## src/rtl/alu_result_engine.sv

```systemverilog
// Multi-cycle ALU with a valid/ready request port and a one-cycle done pulse.
// add/and/xor take one execute cycle, mul takes W execute cycles (shift-add).
module alu_result_engine #(
   parameter int ALU_IN_OP_WIDTH      = 8,
   parameter int ALU_OUT_RESULT_WIDTH = 16
) (
   input  logic                            clk,
   input  logic                            rst,
   input  logic                            valid,
   input  logic [2:0]                      op,
   input  logic [ALU_IN_OP_WIDTH-1:0]      a,
   input  logic [ALU_IN_OP_WIDTH-1:0]      b,
   output logic                            ready,
   output logic                            done,
   output logic [ALU_OUT_RESULT_WIDTH-1:0] result,
   output logic [1:0]                      o_dbg_state
);

   localparam int W  = ALU_IN_OP_WIDTH;
   localparam int RW = ALU_OUT_RESULT_WIDTH;
   localparam int CW = (W > 1) ? $clog2(W) : 1;

   generate
      if (RW != 2 * W) begin : g_width_check
         $fatal(1, "ALU_OUT_RESULT_WIDTH must equal 2*ALU_IN_OP_WIDTH");
      end
   endgenerate

   localparam logic [1:0] S_IDLE = 2'd0;
   localparam logic [1:0] S_EXEC = 2'd1;
   localparam logic [1:0] S_DONE = 2'd2;

   localparam logic [2:0] OP_ADD = 3'b001;
   localparam logic [2:0] OP_AND = 3'b010;
   localparam logic [2:0] OP_XOR = 3'b011;
   localparam logic [2:0] OP_MUL = 3'b100;
   localparam logic [2:0] OP_RST = 3'b111;

   // Handshake: a request transfers on a rising edge where valid && ready.
   // ready is high only in IDLE; anything presented while busy is dropped.

   logic [1:0]    r_state;
   logic [2:0]    r_op;
   logic [RW-1:0] r_mcand;   // operand a, shifted left each mul step
   logic [W-1:0]  r_mplier;  // operand b, shifted right each mul step
   logic [RW-1:0] r_acc;
   logic [CW-1:0] r_cnt;
   logic [RW-1:0] r_result;

   logic          w_accept;
   logic          w_exec_last;
   logic [RW-1:0] w_b_ext;
   logic [RW-1:0] w_acc_step;
   logic [RW-1:0] w_exec_result;

   always_comb begin
      w_accept      = valid && (r_state == S_IDLE);
      w_b_ext       = {{W{1'b0}}, r_mplier};
      w_acc_step    = r_acc + (r_mplier[0] ? r_mcand : '0);
      w_exec_last   = (r_op != OP_MUL) || (r_cnt == CW'(W - 1));
      w_exec_result = '0;
      case (r_op)
         OP_ADD:  w_exec_result = r_mcand + w_b_ext;
         OP_AND:  w_exec_result = r_mcand & w_b_ext;
         OP_XOR:  w_exec_result = r_mcand ^ w_b_ext;
         OP_MUL:  w_exec_result = w_acc_step;
         default: w_exec_result = '0;
      endcase
   end

   always_ff @(posedge clk) begin
      if (rst) begin
         r_state  <= S_IDLE;
         r_op     <= 3'b000;
         r_mcand  <= '0;
         r_mplier <= '0;
         r_acc    <= '0;
         r_cnt    <= '0;
         r_result <= '0;
      end else begin
         case (r_state)
            S_IDLE: begin
               if (w_accept) begin
                  case (op)
                     OP_ADD, OP_AND, OP_XOR, OP_MUL: begin
                        r_op     <= op;
                        r_mcand  <= {{W{1'b0}}, a};
                        r_mplier <= b;
                        r_acc    <= '0;
                        r_cnt    <= '0;
                        r_state  <= S_EXEC;
                     end
                     OP_RST:  r_result <= '0;
                     default: ;
                  endcase
               end
            end
            S_EXEC: begin
               // Only the finished value reaches result; partials stay in r_acc.
               if (w_exec_last) begin
                  r_result <= w_exec_result;
                  r_state  <= S_DONE;
               end else begin
                  r_acc    <= w_acc_step;
                  r_mcand  <= r_mcand << 1;
                  r_mplier <= r_mplier >> 1;
                  r_cnt    <= r_cnt + CW'(1);
               end
            end
            S_DONE:  r_state <= S_IDLE;
            default: r_state <= S_IDLE;
         endcase
      end
   end

   assign ready       = (r_state == S_IDLE);
   assign done        = (r_state == S_DONE);
   assign result      = r_result;
   assign o_dbg_state = r_state;

endmodule

```

## config.mk

```make
export PLATFORM = sky130hd
export DESIGN_NAME = alu_result_engine
export DESIGN_NICKNAME = d
export VERILOG_FILES = /design/src/rtl/alu_result_engine.sv
export SDC_FILE = /design/constraint.sdc
export NUM_CORES = 1
export LEC_CHECK = 0
export ABC_CLOCK_PERIOD_IN_PS = 6050
export CAP_MARGIN = 20
export CORE_MARGIN = 5
export CORE_UTILIZATION = 64
export CTS_BUF_LIST = sky130_fd_sc_hd__clkbuf_4
export DETAILED_ROUTE_END_ITERATION = 10
export PLACE_DENSITY = 0.88
export SYNTH_ARGS = -nofsm -noshare
export SYNTH_HDL_FRONTEND = slang
export SYNTH_SLANG_ARGS = --single-unit
```

## constraint.sdc

```tcl
create_clock -name clk -period 6.05 [get_ports clk]
set_input_delay 0.9075 -clock clk [delete_from_list [all_inputs] [get_ports clk]]
set_output_delay 0.9075 -clock clk [all_outputs]
set_load 0.01 [all_outputs]
```

# Yosys cells after proc, flatten, opt, wreduce, memory -nomap -nowiden
# Index checks and enable logic that the tools add are counted.
# classes
shift	0
mux	26
n_reduce_logical	9
n_eq_ne	18
bitwise_logic	2
n_lt_le_gt_ge	0
add_sub_neg	3
div_mod_pow	0
multipliers	0
# op_table
op	n
$mux W16	10
$pmux W16 S2	3
$pmux W16 S4	1
$mux W8	3
$add A16 B16 Y16	1
$add A16 B8 Y16	1
$and A16 B8 Y16	1
$pmux W8 S2	1
$xor A16 B8 Y16	1
$eq A3 B2 Y1 const B	4
$eq A3 B3 Y1 const B	4
$mux W3	3
$reduce_and A4 Y1	2
$eq A3 B1 Y1 const B	2
$mux W2	3
$ne A2 B1 Y1 const B	3
$pmux W3 S2	1
$reduce_and A3 Y1	2
$ne A2 B2 Y1 const B	2
$pmux W2 S2	1
$reduce_or A4 Y1	1
$add A3 B1 Y3 const B	1
$ne A3 B3 Y1 const B	1
$eq A2 B1 Y1 const B	1
other kinds (5)	5
# totals
ram_bits	0
out_inout_bits	20
inputBits	22
word_cells	65
regBits	64
n_memories	0
latch_bits	0
rom_bits	0

# Longest topological paths before layout
# Gate-level depths: netlist of the first run.
# logic_depth
word_depth	5
ltp_mapped	10
mapped_depth_nobuf	10

# Least setup slack after synthesis of the first run
# OpenSTA, ideal clock, no wires.
# synth_path
kind	flip-flop to flip-flop
start	register r_mplier[0]
end	register r_result[12] (netlist: result[12])
path_buffers	0
setup_slack_ps	3497
path_stages_with_launch	11
setup_ps	122
arrival_time_ps	2432
required_time_ps	5928
synth_period_minus_slack_ps	2553
cell_sequence	dfxtp_1 > ha_1 > ha_1 > inv_1 > fa_1 > nand2b_1 > a21oi_1 > o211ai_1 > a31oi_1 > xor2_1 > a221o_1
# synth_between
elab_chain_cells	5
elab_cells_between_ends	6
classes_between	add/sub (2); mux (4)
# synth_lines
item	line	source
start: declaration	45	logic [W-1:0] r_mplier;
start signal: assignment	106	r_mplier <= r_mplier >> 1;
$mux W16	59	w_acc_step = r_acc + (r_mplier[0] ? r_mcand : '0);
$add A16 B16 Y16	59	
$pmux W16 S4 (*)	62	case (r_op)
$mux W16 (*)	100	if (w_exec_last) begin
$pmux W16 S2 (*)	81	case (r_state)
end signal: assignment	101	r_result <= w_exec_result;
end: declaration	48	logic [RW-1:0] r_result;
# Every way passes the cells marked *; elsewhere a longest branch is shown, timed or not. The select of a mux whose other input is x is not followed.
# A chain may end at the register's enable or synchronous reset.

# Final worst setup path of the first run
# Same ends and word-level chain as after synthesis.

==> reports/qor.csv, run 1 <==
metric,value,unit
unrepaired setup endpoints after global routing,no,
final clock skew,0.00898,ns
CP Data Required Time,6.36,ns
power density relative to cell area,181,nW/um2
kind of cell adding the most delay to the critical path,compound AO/OA/AOI/OAI gates,
run status,completed,
boundary pin count,42,
clock-pin slew on the worst setup and hold paths,0.10,ns
number of global-route vias before repair,3951,
Worst path max stage delay,0.72,ns
critical-path maximum fanout,17,
cell-by-cell trace of the critical path,"ha_1, ha_1, inv_1, fa_1, nand2b_1, a21oi_1, o211ai_1, a31oi_1, xor2_1, a221o_1",
number of optimization iterations in the first detailed-route pass,6,
overall overflow remaining after global route,0,
capture instance of the worst register-to-register path,result[12]$_SDFFE_PP0P_,
number of antenna cells inserted,0,
netlist area before placement,4410,um2
number of DRC violations after detailed-routing iteration 0,394,
share of flip-flops with an asynchronous set or reset after synthesis,0,%
clock network latency to the later pin of the worst-skew pair,0.41,ns
static leakage power,0.00198,uW
# nets final,599,
number of slew-limit violations in the final report,0,
Worst path most repeated cell,sky130_fd_sc_hd__ha_1,
Critical Path Sink Type,flop,
number of synthesized register bits,64,
area delta synth->final,10.8,%
minimum setup slack among reg-to-reg paths,2.75,ns
CTS Buf Count,9,
synthesized area per cell,8.40,um2
wire length reported by the detailed router,12000,um
share of final-layout standard cells stronger than drive strength 1,8.86,%
total of endpoints with negative setup slack in the final report,0,
number of hold violations in the final report,0,
Final Wtd Congestion,0.970,
antenna violations before repair,0,
Max Cap Viol,0,
Synth Instances,525,
Final ANT Viol Nets,0,
first-pass GRT wire length,19500,um
class of the most critical setup path,flop to flop,
combined buffer and inverter count along the critical path,1,
hold worst-path end,result[8]$_SDFFE_PP0P_,
classification of the worst-slack hold path,flop to flop,
max-slew headroom at the worst pin,28.0,%
worst hold path stage count,1,
drc violations,0,
Worst Max-Slew Pin Slew,1.08,ns
Setup Total Neg Slack,0,ns
effective utilization at floorplan,65.3,%
number of synthesis warnings,0,
routed vias,4200,
total of cells resized after clock tree synthesis,0,
floorplan die height,93.0,um
number of distinct standard cells referenced by the synthesized netlist,67,
number of cells traversed by the worst register-to-register path,10,
critical path's slowest cell,sky130_fd_sc_hd__dfxtp_1,
maximum number of pins on one net before global-route repair,57,
FP Rows,30,
CTS tree,built,
overall die width,93.0,um
R2R Path Start,r_mplier[0]$_SDFFE_PP0P_,
"commonest cells after routing, fill and taps aside","64 x sky130_fd_sc_hd__dfxtp_1, 51 x sky130_fd_sc_hd__nor2_1, 44 x sky130_fd_sc_hd__a21oi_1, 40 x sky130_fd_sc_hd__clkdlybuf4s50_1, 33 x sky130_fd_sc_hd__nand2_1",
total power,883,uW
DP HPWL,8950,um
WP data arrival,3.61,ns
maximum buffer depth of the clock tree,2,
clock root buffer master,sky130_fd_sc_hd__clkbuf_4,
post-route fraction of the period consumed by the critical path,54.5,%
nets in the synthesized netlist,574,
number of clock sinks,64,
WL per Instance,18.9,um
Worst Setup Start Kind,flop,
peak clock frequency supported by timing,0.303,GHz
Total GRT Usage,28.3,%
H-tree depth,3,
hold buffer count at CTS,0,
core area,6760,um2
Tmin final,3.30,ns
sequential share of the synthesized area,29.0,%
number of synthesized flops with an enable pin,0,
Port Buf Inserts,41,
post-CTS setup repair buffer count,0,
most common library cell in the layout ignoring fill and taps,sky130_fd_sc_hd__dfxtp_1,
top_reg_cell synth,sky130_fd_sc_hd__dfxtp_1,
hold path startpoint,result[8]$_SDFFE_PP0P_,
worst ir drop on vdd,0.000179,V
average vias per placed instance,6.64,
die footprint,8650,um2
-- report_power, final --
| group | switching [uW] | leakage, uW | total (uW) | internal [uW] |
|---|---|---|---|---|
| registers | 19.2 | 0.000519 | 452 | 433 |
| clock network | 153 | 0.0000627 | 272 | 118 |
| logic | 94.2 | 0.00140 | 159 | 64.6 |
-- worst max path at each step --
stage	end	slack [ns]	cells past startpoint	start
finish	result[12]$_SDFFE_PP0P_	2.75	10	r_mplier[0]$_SDFFE_PP0P_
floorplan	result[12]$_SDFFE_PP0P_	3.50	10	r_mplier[0]$_SDFFE_PP0P_
global route	result[4]$_SDFFE_PP0P_	2.63	6	o_dbg_state[0]$_SDFFE_PP0P_
detailed placement	result[12]$_SDFFE_PP0P_	2.86	10	r_mplier[0]$_SDFFE_PP0P_
CTS	result[12]$_SDFFE_PP0P_	2.85	10	r_mplier[0]$_SDFFE_PP0P_
global placement	result[4]$_SDFFE_PP0P_	3.00	6	o_dbg_state[1]$_SDFFE_PP0P_
-- cells by family after synthesis --
kind of cell	after synthesis	synth area share, %
xor gates and xnor gates	18	3.57
buffers and inverters	48	5.36
AOI/OAI and AO/OA	169	28.1
adders and majority gates	27	8.00
muxes	23	5.33
and+or+nand+nor	176	20.6
DFF	64	29.0
-- worst register-to-register path: stages (launching register included) --
cell and delay (ns):
sky130_fd_sc_hd__dfxtp_1 0.72, sky130_fd_sc_hd__ha_1 0.36, sky130_fd_sc_hd__ha_1 0.22, sky130_fd_sc_hd__inv_1 0.06, sky130_fd_sc_hd__fa_1 0.39, sky130_fd_sc_hd__nand2b_1 0.18
sky130_fd_sc_hd__a21oi_1 0.36, sky130_fd_sc_hd__o211ai_1 0.18, sky130_fd_sc_hd__a31oi_1 0.28, sky130_fd_sc_hd__xor2_1 0.12, sky130_fd_sc_hd__a221o_1 0.32
-- synthesized netlist by cell type, types with 4 or more instances --
library cell / count / area (um2)
sky130_fd_sc_hd__dfxtp_1: 64 / 1280
sky130_fd_sc_hd__nor2_1: 51 / 191
sky130_fd_sc_hd__a21oi_1: 44 / 220
sky130_fd_sc_hd__nand2_1: 33 / 124
sky130_fd_sc_hd__nand3_1: 26 / 130
sky130_fd_sc_hd__ha_1: 25 / 313
sky130_fd_sc_hd__mux2i_1: 19 / 190
sky130_fd_sc_hd__o21ai_0: 19 / 95.1
sky130_fd_sc_hd__and2_1: 18 / 113
sky130_fd_sc_hd__clkbuf_1: 18 / 67.6
sky130_fd_sc_hd__inv_1: 18 / 67.6
sky130_fd_sc_hd__a211oi_2: 15 / 188
sky130_fd_sc_hd__xnor2_1: 14 / 123
sky130_fd_sc_hd__a21o_1: 10 / 75.1
sky130_fd_sc_hd__a211oi_1: 7 / 52.6
sky130_fd_sc_hd__a31oi_1: 7 / 43.8
sky130_fd_sc_hd__and3_1: 7 / 43.8
sky130_fd_sc_hd__o211ai_1: 7 / 52.6
sky130_fd_sc_hd__a22oi_1: 6 / 45.0
sky130_fd_sc_hd__a32oi_1: 6 / 52.6
sky130_fd_sc_hd__nand2b_1: 6 / 37.5
sky130_fd_sc_hd__nor3_1: 6 / 30.0
sky130_fd_sc_hd__buf_2: 5 / 25.0
sky130_fd_sc_hd__nor2_2: 5 / 31.3
sky130_fd_sc_hd__o21a_1: 5 / 37.5
sky130_fd_sc_hd__a2bb2oi_1: 4 / 35.0
sky130_fd_sc_hd__mux2_2: 4 / 45.0
sky130_fd_sc_hd__nor2b_1: 4 / 25.0
sky130_fd_sc_hd__o2111ai_1: 4 / 35.0
sky130_fd_sc_hd__o31ai_1: 4 / 30.0
sky130_fd_sc_hd__or3_1: 4 / 25.0
sky130_fd_sc_hd__xor2_1: 4 / 35.0
-- cell type report --
cell class | instances | area, um2
Multi-Input combinational cell | 413 | 2890
Fill cell | 516 | 1870
Sequential cell | 64 | 1280
Timing Repair Buffer | 44 | 428
Tap cell | 80 | 100
Clock buffer | 9 | 67.6
Inverter | 18 | 67.6
Clock inverter | 5 | 50.0
-- through the flow --
stage | hold slack (ns) | setup slack [ns] | instance area [um2] | cells | util (%)
after floorplan | 0.436 | 3.50 | 4410 | 525 | -
after global placement | 0.448 | 3.00 | 4770 | 619 | 70.6
after detailed placement | 0.455 | 2.86 | 4770 | 619 | 70.6
after CTS | 0.476 | 2.85 | 4890 | 633 | 72.4
after global routing | 0.497 | 2.63 | 4890 | 633 | 72.4
final | 0.476 | 2.75 | 4890 | 633 | 72.4
-- registers in the layout (all words and copies together) (netlist names) --
register / flops
o_dbg_state: 2
r_acc: 16
r_cnt: 3
r_mcand: 16
r_mplier: 8
r_op: 3
result: 16
-- routing by layer --
| metal | GRT usage (%) | vias up | share of wire (%) |
|---|---|---|---|
| met3 | 6.92 | 26 | 8.6 |
| met4 | 9.28 | 0 | 2.0 |
| met5 | 0 | - | 0 |
| met2 | 44.8 | 212 | 46 |
| li1 | - | 2006 | - |
| met1 | 37.9 | 1956 | 43 |
(Power assumes the default switching activity.)
==> inputs of run 2 (changes only) <==
Settings changed: ABC_CLOCK_PERIOD_IN_PS 6050 to 3000, CORE_UTILIZATION 64 to 54, PLACE_DENSITY 0.88 to 0.79.
Clock period 6.05 ns to 3 ns, I/O delays scaled along.
==> run 2 against run 1 <==
Power is 120% higher. Sequential power is 100% higher. Highest routed layer unchanged. Global-route usage is 2.3 points lower. Critical path depth stayed put. Design area is 3.2% higher. Core utilization is 10 points lower. Via count is 2.0% higher. Fmax is 19% higher. Largest power group unchanged. Combinational power is 110% higher. Setup slack worse by 2.5 ns.
==> reports/qor.csv, run 2 (same netlist as run 1, synthesis figures left out) <==
metric,value,unit,change
core area,8090,um2,+20%
Worst Max-Slew Pin Slew,0.922,ns,-0.159 ns
static leakage power,0.00206,uW,+3.9%
first-pass GRT wire length,20900,um,+7.4%
average vias per placed instance,6.38,,-3.8%
number of hold violations in the final report,0,,unchanged
Setup Total Neg Slack,0,ns,unchanged
H-tree depth,3,,unchanged
capture instance of the worst register-to-register path,result[12]$_SDFFE_PP0P_,,
share of final-layout standard cells stronger than drive strength 1,11.1,%,+2.3 points
wire length reported by the detailed router,12600,um,+5.2%
highest layer used for signal routing,met4,,
met1 routed wirelength after detailed routing,5240,um,+0.75%
number of antenna cells inserted,0,,unchanged
overall die width,100,um,+7.9%
power density relative to cell area,378,nW/um2,+110%
portion of total power attributed to the clock network,34.7,%,+3.9 points
most common library cell in the layout ignoring fill and taps,sky130_fd_sc_hd__dfxtp_1,,
clock-pin slew on the worst setup and hold paths,0.10,ns,about the same
total of cells resized after clock tree synthesis,0,,unchanged
effective utilization at floorplan,54.5,%,-11 points
number of DRC violations after detailed-routing iteration 0,371,,-5.8%
area delta synth->final,14.3,%,
worst hold path stage count,2,,+1
routed vias,4282,,+2.0%
Max Cap Viol,0,,unchanged
placed cells,656,,+6.0%
worst ir drop on vdd,0.000369,V,+110%
post-route fraction of the period consumed by the critical path,92.7,%,+38 points
drc violations,0,,unchanged
number of cells traversed by the worst register-to-register path,10,,unchanged
Reg power frac,47.5,%,-3.7 points
hold buffer count at CTS,0,,unchanged
final critical-path setup slack,0.220,ns,-2.53 ns
hold worst-path end,r_acc[13]$_SDFFE_PP0P_,,
antenna violations before repair,0,,unchanged
post-CTS setup repair buffer count,0,,unchanged
max-slew headroom at the worst pin,38.4,%,+10 points
unrepaired setup endpoints after global routing,no,,
CTS Buf Count,9,,unchanged
die footprint,10100,um2,+16%
DP HPWL,9530,um,+6.5%
P_sw,558,uW,+110%
placement-stage worst setup slack,0.201,ns,-2.66 ns
boundary pin count,42,,unchanged
WP data arrival,3.09,ns,-0.52 ns
critical-path maximum fanout,5,,-12
Port Buf Inserts,41,,unchanged
floorplan die height,100,um,+7.9%
hold path startpoint,r_acc[13]$_SDFFE_PP0P_,,
final clock skew,0.0234,ns,+0.0144 ns
"commonest cells after routing, fill and taps aside","64 x sky130_fd_sc_hd__dfxtp_1, 51 x sky130_fd_sc_hd__nor2_1, 43 x sky130_fd_sc_hd__a21oi_1, 40 x sky130_fd_sc_hd__clkdlybuf4s50_1, 33 x sky130_fd_sc_hd__nand2_1",,
R2R Path Start,r_mcand[0]$_SDFFE_PP0P_,,
met3 wire length,977,um,-5.3%
fillcell total,756,,+47%
smallest hold slack,0.469,ns,-0.00687 ns
multi-input gate area in the final layout,2900,um2,+0.13%
clock network latency to the later pin of the worst-skew pair,0.43,ns,+0.02 ns
Total GRT Usage,26.0,%,-2.3 points
Final ANT Viol Nets,0,,unchanged
clock root buffer master,sky130_fd_sc_hd__clkbuf_4,,
post-route insts no fill,671,,+6.0%
maximum number of pins on one net before global-route repair,56,,-1.8%
number of global-route vias before repair,4221,,+6.8%
minimum setup slack among reg-to-reg paths,0.22,ns,-2.53 ns
overall overflow remaining after global route,0,,unchanged
run status,completed,,
Tmin final,2.78,ns,-0.519 ns
sequential cell area,1280,um2,unchanged
number of clock sinks,64,,unchanged
maximum buffer depth of the clock tree,2,,unchanged
Worst Setup Start Kind,flop,,
met2 routed WL,6020,um,+9.2%
CTS tree,built,,
combinational fraction of design power,17.7,%,-0.3 points
# nets final,611,,+2.0%
Final Wtd Congestion,0.948,,-2.3%
WL per Instance,18.8,um,-0.77%
total of endpoints with negative setup slack in the final report,0,,unchanged
Int Pwr,1350,uW,+120%
CP Data Required Time,3.31,ns,-3.05 ns
classification of the worst-slack hold path,flop to flop,,
Critical Path Sink Type,flop,,
FP Rows,33,,+10%
number of slew-limit violations in the final report,0,,unchanged
class of the most critical setup path,flop to flop,,
sw frac,29.3,%,-0.99 points
peak clock frequency supported by timing,0.360,GHz,+19%
number of optimization iterations in the first detailed-route pass,5,,-1
==> run 2: cell count changes in the layout (fill, tap and decap cells not counted) <==
| cell | delta |
|---|---|
| sky130_fd_sc_hd__a21oi_2 | +1 |
| sky130_fd_sc_hd__clkinvlp_4 | -1 |
| sky130_fd_sc_hd__clkbuf_4 | +1 |
| sky130_fd_sc_hd__buf_4 | +12 |
| sky130_fd_sc_hd__bufinv_16 | +1 |
| sky130_fd_sc_hd__a21oi_1 | -1 |
==> run 2: critical path, stage by stage, from the launching register on <==
cell and delay (ns):
sky130_fd_sc_hd__dfxtp_1 0.38, sky130_fd_sc_hd__ha_1 0.26, sky130_fd_sc_hd__ha_1 0.23, sky130_fd_sc_hd__inv_1 0.06, sky130_fd_sc_hd__fa_1 0.40, sky130_fd_sc_hd__nand2b_1 0.19
sky130_fd_sc_hd__a21oi_2 0.27, sky130_fd_sc_hd__o211ai_1 0.14, sky130_fd_sc_hd__a31oi_1 0.29, sky130_fd_sc_hd__xor2_1 0.13, sky130_fd_sc_hd__a221o_1 0.33
==> run 2: worst max-delay path by stage <==
stage	to	from	cells after the start	slack, ns
6_report	result[12]$_SDFFE_PP0P_	r_mcand[0]$_SDFFE_PP0P_	10	0.22
5_1_grt	r_acc[12]$_SDFFE_PP0P_	r_mcand[0]$_SDFFE_PP0P_	10	0.07
4_1_cts	result[12]$_SDFFE_PP0P_	r_mcand[0]$_SDFFE_PP0P_	10	0.16
3_5_place_dp	result[12]$_SDFFE_PP0P_	r_mcand[0]$_SDFFE_PP0P_	10	0.20
3_3_place_gp	result[12]$_SDFFE_PP0P_	r_mcand[0]$_SDFFE_PP0P_	10	0.32
2_1_floorplan	result[12]$_SDFFE_PP0P_	r_mplier[0]$_SDFFE_PP0P_	10	0.45
==> run 2: per-stage QoR <==
| stage | area (um2) | power, uW | util, % |
|---|---|---|---|
| after floorplan | 4410 | 1160 | - |
| after global placement | 4890 | 1250 | 60.5 |
| after detailed placement | 4890 | 1260 | 60.5 |
| after CTS | 5040 | 1910 | 62.3 |
| after global routing | 5040 | 1980 | 62.3 |
| final | 5040 | 1910 | 62.3 |
==> run 2: cell type report <==
type                            instances  area share (%)
Tap cell                              105            2.60
Inverter                               18            1.34
Clock inverter                          5            1.44
Sequential cell                        64            25.4
Timing Repair Buffer                   56            10.3
Clock buffer                           10            1.49
Multi-Input combinational cell        413            57.5
==> run 2: metal layers <==
layer / vias up / track usage (%)
met5: - / 0
met3: 33 / 5.00
li1: 2033 / -
met2: 195 / 43.7
met4: 0 / 9.43
met1: 2021 / 33.1
==> run 2: power by group through the flow <==
| stage | clock, uW | sequential (uW) | combinational (uW) |
|---|---|---|---|
| floorplan | 0 | 911 | 245 |
| finish | 662 | 906 | 338 |
| detailed placement | 0 | 924 | 333 |
| global route | 705 | 908 | 368 |
| global placement | 0 | 922 | 325 |
| CTS | 668 | 904 | 334 |
